File: config.mk
export PLATFORM = sky130hd
export DESIGN_NAME = ext_ram_loader
export DESIGN_NICKNAME = d
export VERILOG_FILES = /design/src/rtl/ext_ram_loader.sv
export SDC_FILE = /design/constraint.sdc
export NUM_CORES = 1
export LEC_CHECK = 0
export ABC_AREA = 1
export CORE_UTILIZATION = 32
export CTS_CLUSTER_SIZE = 8
export DETAILED_ROUTE_END_ITERATION = 6
export PLACE_DENSITY = 0.64
export SLEW_MARGIN = 20
export SYNTH_ARGS = -nofsm -noshare
export SYNTH_HDL_FRONTEND = slang
export SYNTH_SLANG_ARGS = --single-unit
export TNS_END_PERCENT = 50
File: constraint.sdc
create_clock -name CLK -period 3.15 [get_ports CLK]
set_input_delay 0.63 -clock CLK [delete_from_list [all_inputs] [get_ports CLK]]
set_output_delay 0.63 -clock CLK [all_outputs]
set_load 0.005 [all_outputs]
File: src/rtl/ext_ram_loader.sv
// ---------------------------------------------------------------------------
// ext_ram_loader
//
// Boot / program-load controller for the bat_amateur CPU's shared external
// RAM port. The CPU is held in reset while a stream of 16-bit words arrives
// over a valid/ready handshake. Each word is written to consecutive RAM
// addresses starting at a latched base address. After the last word the CPU
// is released, and a new program can be loaded once the CPU reports HALT.
// The top level uses BUS_OE to tristate BUS_OUT onto the shared bus.
//
// Ports:
//   CLK         system clock, rising edge
//   RST         asynchronous active-high reset
//   START       single-cycle load request (honoured only in IDLE / HALTED)
//   BASE_ADDR   first RAM address, latched on an accepted START
//   LOAD_LEN    number of words to load, latched on an accepted START
//   IN_DATA     program word from the host side
//   IN_VALID    IN_DATA is valid
//   IN_READY    loader can accept a word
//   HALT        CPU halted indication
//   CPU_RST     CPU reset, 1 = CPU held in reset
//   EXT_RAM_EN  external side owns the RAM port
//   EXT_RAM_RW  1 = read (idle / safe), 0 = write strobe
//   ADDRESS     RAM address
//   BUS_OUT     data to drive onto the bus
//   BUS_OE      drive BUS_OUT onto the bus
//   WORD_COUNT  words written in the current load
//   BUSY        load in progress (WAIT_DATA through RELEASE)
//   DONE        one-cycle pulse as the CPU is released
// ---------------------------------------------------------------------------
module ext_ram_loader #(
    parameter int ADDRESS_WIDTH = 16
) (
    input  logic                     CLK,
    input  logic                     RST,
    input  logic                     START,
    input  logic [ADDRESS_WIDTH-1:0] BASE_ADDR,
    input  logic [ADDRESS_WIDTH-1:0] LOAD_LEN,
    input  logic [15:0]              IN_DATA,
    input  logic                     IN_VALID,
    output logic                     IN_READY,
    input  logic                     HALT,
    output logic                     CPU_RST,
    output logic                     EXT_RAM_EN,
    output logic                     EXT_RAM_RW,
    output logic [ADDRESS_WIDTH-1:0] ADDRESS,
    output logic [15:0]              BUS_OUT,
    output logic                     BUS_OE,
    output logic [ADDRESS_WIDTH-1:0] WORD_COUNT,
    output logic                     BUSY,
    output logic                     DONE
);

    typedef enum logic [2:0] {
        S_IDLE,
        S_WAIT_DATA,
        S_SETUP,
        S_STROBE,
        S_RELEASE,
        S_RUN,
        S_HALTED
    } state_t;

    state_t                   r_state;
    logic [ADDRESS_WIDTH-1:0] r_base;
    logic [ADDRESS_WIDTH-1:0] r_len;
    logic [ADDRESS_WIDTH-1:0] r_count;
    logic [ADDRESS_WIDTH-1:0] r_address;
    logic [15:0]              r_bus_out;
    logic                     r_in_ready;
    logic                     r_cpu_rst;
    logic                     r_ext_en;
    logic                     r_rw;
    logic                     r_bus_oe;
    logic                     r_busy;
    logic                     r_done;

    logic [ADDRESS_WIDTH-1:0] w_count_next;
    logic                     w_xfer;

    assign w_count_next = r_count + ADDRESS_WIDTH'(1);
    assign w_xfer       = IN_VALID & r_in_ready;

    // Every output is a register; the FSM sets the value an output must hold
    // in the next state at the moment it takes the transition, so the
    // outputs line up with the state they belong to without any decode.
    // DONE defaults low each cycle so it can only ever be a single pulse.
    // The write address is base + count in ADDRESS_WIDTH bits, so it wraps
    // naturally past the top of the address space.
    always_ff @(posedge CLK or posedge RST) begin
        if (RST) begin
            r_state    <= S_IDLE;
            r_base     <= '0;
            r_len      <= '0;
            r_count    <= '0;
            r_address  <= '0;
            r_bus_out  <= '0;
            r_in_ready <= 1'b0;
            r_cpu_rst  <= 1'b1;
            r_ext_en   <= 1'b0;
            r_rw       <= 1'b1;
            r_bus_oe   <= 1'b0;
            r_busy     <= 1'b0;
            r_done     <= 1'b0;
        end else begin
            r_done <= 1'b0;
            case (r_state)
                S_IDLE, S_HALTED: begin
                    if (START) begin
                        r_base    <= BASE_ADDR;
                        r_len     <= LOAD_LEN;
                        r_count   <= '0;
                        r_cpu_rst <= 1'b1;
                        r_busy    <= 1'b1;
                        r_rw      <= 1'b1;
                        r_bus_oe  <= 1'b0;
                        if (LOAD_LEN == '0) begin
                            r_state <= S_RELEASE;
                        end else begin
                            r_state    <= S_WAIT_DATA;
                            r_ext_en   <= 1'b1;
                            r_in_ready <= 1'b1;
                        end
                    end else if ((r_state == S_HALTED) && !HALT) begin
                        r_state <= S_RUN;
                    end
                end

                S_WAIT_DATA: begin
                    if (w_xfer) begin
                        r_bus_out  <= IN_DATA;
                        r_address  <= r_base + r_count;
                        r_in_ready <= 1'b0;
                        r_bus_oe   <= 1'b1;
                        r_state    <= S_SETUP;
                    end
                end

                S_SETUP: begin
                    r_rw    <= 1'b0;
                    r_state <= S_STROBE;
                end

                S_STROBE: begin
                    r_rw     <= 1'b1;
                    r_bus_oe <= 1'b0;
                    r_count  <= w_count_next;
                    if (w_count_next == r_len) begin
                        r_ext_en <= 1'b0;
                        r_state  <= S_RELEASE;
                    end else begin
                        r_in_ready <= 1'b1;
                        r_state    <= S_WAIT_DATA;
                    end
                end

                S_RELEASE: begin
                    r_cpu_rst <= 1'b0;
                    r_busy    <= 1'b0;
                    r_done    <= 1'b1;
                    r_state   <= S_RUN;
                end

                S_RUN: begin
                    if (HALT) begin
                        r_state <= S_HALTED;
                    end
                end

                default: begin
                    r_state <= S_IDLE;
                end
            endcase
        end
    end

    assign IN_READY   = r_in_ready;
    assign CPU_RST    = r_cpu_rst;
    assign EXT_RAM_EN = r_ext_en;
    assign EXT_RAM_RW = r_rw;
    assign ADDRESS    = r_address;
    assign BUS_OUT    = r_bus_out;
    assign BUS_OE     = r_bus_oe;
    assign WORD_COUNT = r_count;
    assign BUSY       = r_busy;
    assign DONE       = r_done;

endmodule

==> results of run 1 <==
-- state kept, by name, summed over array words and instances (netlist names), 3 cells and up --
name and cells:
ADDRESS 16, r_base 16, WORD_COUNT 16, BUS_OUT 16, r_state 3, r_len 16
-- cells in the mapped netlist, types with 2 or more instances --
cell type	count
a31oi_1	6
xor2_1	4
nor2_2	5
o21ai_0	37
or2_2	6
nor3_1	3
a21oi_1	18
nand3b_1	8
ha_1	16
nor2_1	42
clkbuf_1	10
dfstp_2	2
nand2_1	239
nand4_1	12
inv_2	2
a21o_1	3
xnor2_1	3
buf_2	3
o22ai_1	13
inv_1	66
nand3_1	43
clkinv_1	2
nand2_2	13
dfrtp_1	88
nor2_4	5
-- path summary, 6_finish.rpt --
path,start,depth (start not counted),to
hold / removal,BUS_OUT[3],2,BUS_OUT[3]
setup / recovery,WORD_COUNT[2],10,ADDRESS[9]
min in group asynchronous,RST,2,BUS_OUT[6]
max in group asynchronous,RST,3,EXT_RAM_RW
hold reg to reg,BUS_OUT[3],2,BUS_OUT[3]
setup reg to reg,WORD_COUNT[2],10,ADDRESS[9]
-- stage by stage --
step           hold slack (ps)  utilization  setup slack, ps
2_1_floorplan              453            -              188
3_3_place_gp               454        0.418              871
3_5_place_dp               459        0.418              866
4_1_cts                    474        0.438              854
5_1_grt                    487        0.438              617
6_report                   468        0.438              859
-- report_power, final --
part | total [mW] | leakage (nW) | internal (mW) | switching [mW]
Clock | 1.10 | 0.143 | 0.659 | 0.445
Sequential | 1.16 | 1.16 | 1.16 | 0
Combinational | 0.0987 | 2.23 | 0.0612 | 0.0375
-- metal layers --
layer,track usage,vias up,part of all wire
met3,0.0447,14,0.057
met2,0.280,141,0.46
met4,0.0436,0,0.011
met1,0.218,2068,0.47
met5,0,-,0
li1,-,2396,-
-- kinds of logic (layout without fill, tap and decap cells) --
kind of cell	after synthesis	count (layout)
fa+ha+maj	17	17
compound gates	87	87
buf+inv	87	202
flops	90	90
xor+xnor	7	7
simple gates	382	382
-- worst reg2reg max path, cell delays in order, from the launching register on --
cell and delay, ps:
dfrtp_1 480, ha_1 400, a21oi_1 140, nand2_1 100, a21oi_1 270, o21ai_0 190
inv_1 110, o21ai_0 90, or2_2 290, nand3_1 70, nand2_1 50
-- cell type report --
| cell class | count | area, um2 |
|---|---|---|
| repair buffers | 115 | 1140 |
| flip-flops and latches | 90 | 2250 |
| well taps | 211 | 264 |
| clock buffers | 14 | 264 |
| fillers | 1563 | 8610 |
| clock inverters | 2 | 37.5 |
| multi-input cells | 493 | 2470 |
| inverters | 71 | 273 |
==> impl_results.md, run 1 <==
- Worst-path cell chain: ha_1 -> a21oi_1 -> nand2_1 -> a21oi_1 -> o21ai_0 -> inv_1 -> o21ai_0 -> or2_2 -> nand3_1 -> nand2_1
- Pwr/cell area: ~350 nW/um2
- Worst Hold Class: reg2reg
- Crit path DAT: around 2500 ps
- Setup Buffers After CTS: 0
- Maximum vdd drop: roughly 0.27 mV
- Die area: between 15000 and 20000 um2
- Most common cell after layout, fill and taps aside: nand2_1
- Gate Count Post-Synth: 670
- Syn Area/Cell: roughly 7.6 um2
- Area post-placement: 6410 um2
- Via Count: between 4000 and 5000
- CTS Buffer Depth: 2
- Setup Viol. Count Final: 0
- Xor and xnor area share after synthesis: 0.0121
- Hpwl dp: between 9000 and 10000 um
- Slew Limit Fails: 0
- Cell Rows: 45
- Initial DRC Count: 264
- EDFF count, synth: 0
- Most frequent cells in the layout: nand2_1, clkdlybuf4s50_1, dfrtp_1
- Worst Path Buf+Inv: 1
- Vias per inst: 4.64
- Placed cells: 980
- Most used DFF post-synth: dfrtp_1
- Fin. Hold Viols: 0
- Minimum clock period: around 2300 ps
- Pre-antenna DRT Iters: 7
- Setup tns final: 0 ps
- Max-Cap Viols: 0
- Mapped Nets: 740
- Pin count of the biggest net entering global routing: 39
- CP Capture Type: register
- Seq cells post-synth: 90
- Number of antenna violations at the first check in global routing: 0
- Overall Power: 2.36 mW
- RSZ-0062 raised after global routing: no
- Ys async rst share: 1.00
- Netlist Area Pre-Place: between 5000 and 6000 um2
- Area Growth Syn to Fin: 32.1%
- CTS Root Cell: clkbuf_16
- CP Launch Type: register
- Crit path kind: reg2reg
- Pleak: ~3.5 nW
- CP Data Required Time: between 3000 and 4000 ps
- # nets final: 850
- Status: finished clean
- H-Tree Depth: 3
- Clk sink count: 90
- Post-cts resize count: 0
- Slew margin rel.: 0.382
- GRT Util Overall: 0.169
- Largest family of logic cells by synthesized area: simple AND/OR/NAND/NOR gates
- Non-filler instance count after layout: 996
- Clk_lat worst skew: around 360 ps
- R2R Setup Slk: approximately 860 ps
- Ys Warns: 0
- Total gr overflow: 0
- CP Max Fanout: 8
- Starting Density: 0.331
- Post-Synth Simple-Gate Area: 0.332
- CTS tree: done
- Compound-cell area share of the yosys netlist: 0.0988
- Cell family with most CP delay: compound AO/OA/AOI/OAI gates
- I/O Buffers: 107
- Wire per inst: ~13 um
- Sequential element share of the synthesized area: 0.444
- Ports: approximately 110
- CP max stage delay: approximately 480 ps
- Vias in the first global route: around 4400
- Post-CTS Hold Fix Bufs: 0
- Final Cycle Share: 0.727
- Num CTS Buffers: 9
- Clock Pin Slew Worst Setup and Hold Paths: around 60 ps
- Yosys cell types: 46
- Final Cell Area: between 6000 and 7000 um2
- Drt total wl: ~13000 um
- Post-synthesis mux area share: 0
- Gpl congestion: roughly 0.86
- ANT nets after route: 0
- First-pass GRT wire length: 21600 um
- Slowest library cell on the worst path: dfrtp_1
- Share of cells above drive strength 1: 0.0828
- Die Y-Extent: about 130 um
- Adder-cell share of the synthesized area: 0.0434
- Maximum clock frequency: 437 MHz
- Core ar.: approximately 15000 um2
- Clk_skew: around 14 ps
- Largest area contributor in the netlist: dfrtp_1
- Post-synth top area share: 0.434
- Synth area leaders: dfrtp_1, nand2_1, inv_1
- Die width: roughly 130 um
- DRC Markers: 0
- Number of inserted diodes: 0
- Least-Margin Pin Slew: about 930 ps
Note: power is estimated with default switching activity, not from simulation.
==> run 2, diff against run 1 <==
- PLACE_DENSITY: 0.64 -> 0.62
- clock period: 3.15 -> 2.32 ns (I/O delays scaled with it)
==> run 2 against run 1 <==
  * Sequential power grew 35%
  * Combinational power is 41% higher
  * Power rose by 36%
  * Non-clock buffer count grew 7
  * Fmax is 8.3% higher
  * Sequential share of layout area down 0.38 points
  * Routed wire length grew 1.1%
  * Count of clock-buffer cells in the layout did not move
  * Via count down 2.9%
  * First-iteration DRC count fell by 31%
  * Critical path depth fell by 2
  * Cell area grew 1.2%
  * Critical path type unchanged
  * Largest cell class unchanged
  * Largest power group unchanged
==> impl_results.md, run 2 (synthesized netlist as in run 1, its figures left out) <==
- R2R Setup Slk: 210 ps (-650 ps)
- Clock Pin Slew Worst Setup and Hold Paths: 60 ps (about the same)
- Placed cells: 987 (+0.71%)
- Pwr/cell area: 471 nW/um2 (+34%)
- Setup WS pre-CTS: 215 ps (-651 ps)
- CP Launch Type: register
- Clk_lat worst skew: 350 ps (about the same)
- Clk sink count: 90 (unchanged)
- Initial DRC Count: 183 (-31%)
- Clk_skew: 4.40 ps (-9.36 ps)
- Worst R2R Start: WORD_COUNT[3]
- Setup tns final: 0 ps (unchanged)
- Pin count of the biggest net entering global routing: 42 (+7.7%)
- Cell Rows: 45 (unchanged)
- Area Growth Syn to Fin: 33.7%
- Starting Density: 0.331 (unchanged)
- Hpwl dp: 10000 um (+0.82%)
- CP Data Required Time: 2560 ps (-830 ps)
- Final Cycle Share: 0.911 (+0.184)
- R2R cell count: 8 (-2)
- Worst Path Buf+Inv: 0 (-1)
- GRT Util Overall: 0.170 (+0.00155)
- Critical path depth in cells: 8 (-2)
- Num CTS Buffers: 9 (unchanged)
- Number of inserted diodes: 0 (unchanged)
- Worst-path cell chain: ha_1 -> a21oi_1 -> o21ai_0 -> a21oi_1 -> o21bai_1 -> or2_2 -> nand3_1 -> nand2_1
- Wire per inst: 13.0 um (+0.39%)
- Worst Hold Class: in2async
- R2r endpoint: ADDRESS[10]
- Status: finished clean
- Maximum clock frequency: 473 MHz (+8.3%)
- Fill cells: 1601 (+2.4%)
- Slowest library cell on the worst path: dfrtp_1
- I/O Buffers: 107 (unchanged)
- CTS tree: done
- Maximum vdd drop: 0.364 mV (+34%)
- Non-filler instance count after layout: 1003 (+0.70%)
- First-pass GRT wire length: 21800 um (+0.73%)
- Least-Margin Pin Slew: 420 ps (-507 ps)
- Gpl congestion: 0.825 (-3.9%)
- CTS Root Cell: clkbuf_16
- Die width: 128 um (unchanged)
- H-Tree Depth: 3 (unchanged)
- Max-Cap Viols: 0 (unchanged)
- CP max stage delay: 480 ps (about the same)
- Fin worst setup slack: 206 ps (-654 ps)
- Post-cts resize count: 0 (unchanged)
- Crit path kind: reg2reg
- DRC Markers: 0 (unchanged)
- Slew margin rel.: 0.713 (+0.331)
- Number of antenna violations at the first check in global routing: 0 (unchanged)
- Ports: 108 (unchanged)
- Share of cells above drive strength 1: 0.0909 (+0.00811)
- Slew Limit Fails: 0 (unchanged)
- Pleak: 3.57 nW (+1.1%)
- Cell family with most CP delay: compound AO/OA/AOI/OAI gates
- Crit path DAT: 2350 ps (-190 ps)
- CP Max Fanout: 7 (-1)
- Most frequent cells in the layout: nand2_1, clkdlybuf4s50_1, dfrtp_1
- Post-CTS Hold Fix Bufs: 0 (unchanged)
- Via Count: 4484 (-2.9%)
- ANT nets after route: 0 (unchanged)
- Minimum clock period: 2110 ps (-176 ps)
- Setup Buffers After CTS: 0 (unchanged)
- Vias per inst: 4.47 (-3.6%)
- CP dominant cell by count: a21oi_1
- Setup Viol. Count Final: 0 (unchanged)
- Die Y-Extent: 128 um (unchanged)
- # nets final: 857 (+0.82%)
- Most common cell after layout, fill and taps aside: nand2_1
- Pre-antenna DRT Iters: 5 (-2)
- Core ar.: 15300 um2 (unchanged)
- CTS Buffer Depth: 2 (unchanged)
- CP Capture Type: register
- Drt total wl: 13000 um (+1.1%)
- Vias in the first global route: 4459 (+0.86%)
- RSZ-0062 raised after global routing: no
- Die area: 16400 um2 (unchanged)
- Total gr overflow: 0 (unchanged)
- Fin. Hold Viols: 0 (unchanged)
-- run 2: changes by cell type in the layout (fill, tap and decap cells not counted), sizes merged --
cell  delta
buf      +7
-- run 2: final cells by class --
class	count	area, um2	share of cell area
Multi-Input combinational cell	493	2470	0.364
Sequential cell	90	2250	0.332
Timing Repair Buffer	122	1220	0.180
Inverter	71	275	0.0406
Clock buffer	14	264	0.0389
Tap cell	211	264	0.0389
Clock inverter	2	35.0	0.00516
-- run 2: worst register-to-register path, stage by stage (launching register included) --
cell      delay [ps]
dfrtp_1          480
ha_1             390
a21oi_1          200
o21ai_0          200
a21oi_1          250
o21bai_1         110
or2_2            270
nand3_1           70
nand2_1           40
-- run 2: worst max-delay path by stage --
stage	start	end	slack [ps]
finish	WORD_COUNT[3]	ADDRESS[10]	210
global route	WORD_COUNT[1]	r_state[0]	10
CTS	WORD_COUNT[4]	ADDRESS[9]	190
detailed placement	WORD_COUNT[4]	ADDRESS[9]	210
global placement	LOAD_LEN[3]	r_state[0]	180
floorplan	WORD_COUNT[2]	ADDRESS[9]	290
-- run 2: layer usage --
metal / global-route usage / wire [um] / vias to the layer above
met1: 0.223 / 6390 / 1977
li1: - / - / 2396
met3: 0.0438 / 640 / 6
met5: 0 / 0 / -
met4: 0.0450 / 89 / 0
met2: 0.280 / 5880 / 105
-- run 2: through the flow --
step / total power [mW] / hold slack, ps / utilization / area, um2
final: 3.20 / 456 / 0.443 / 6790
after global routing: 3.33 / 476 / 0.443 / 6790
after CTS: 3.25 / 457 / 0.443 / 6790
after detailed placement: 1.74 / 459 / 0.424 / 6490
after global placement: 1.74 / 453 / 0.424 / 6490
after floorplan: 1.63 / 453 / - / 5080
-- run 2: power by group --
group          switching (mW)  internal (mW)
Sequential                  0           1.57
Combinational          0.0524         0.0865
Clock                   0.595          0.893
==> run 3, diff against run 2 <==
- SLEW_MARGIN: 20 -> unset
==> results of run 3 <==
The final DEF is identical to that of run 2; final timing and power are the same.
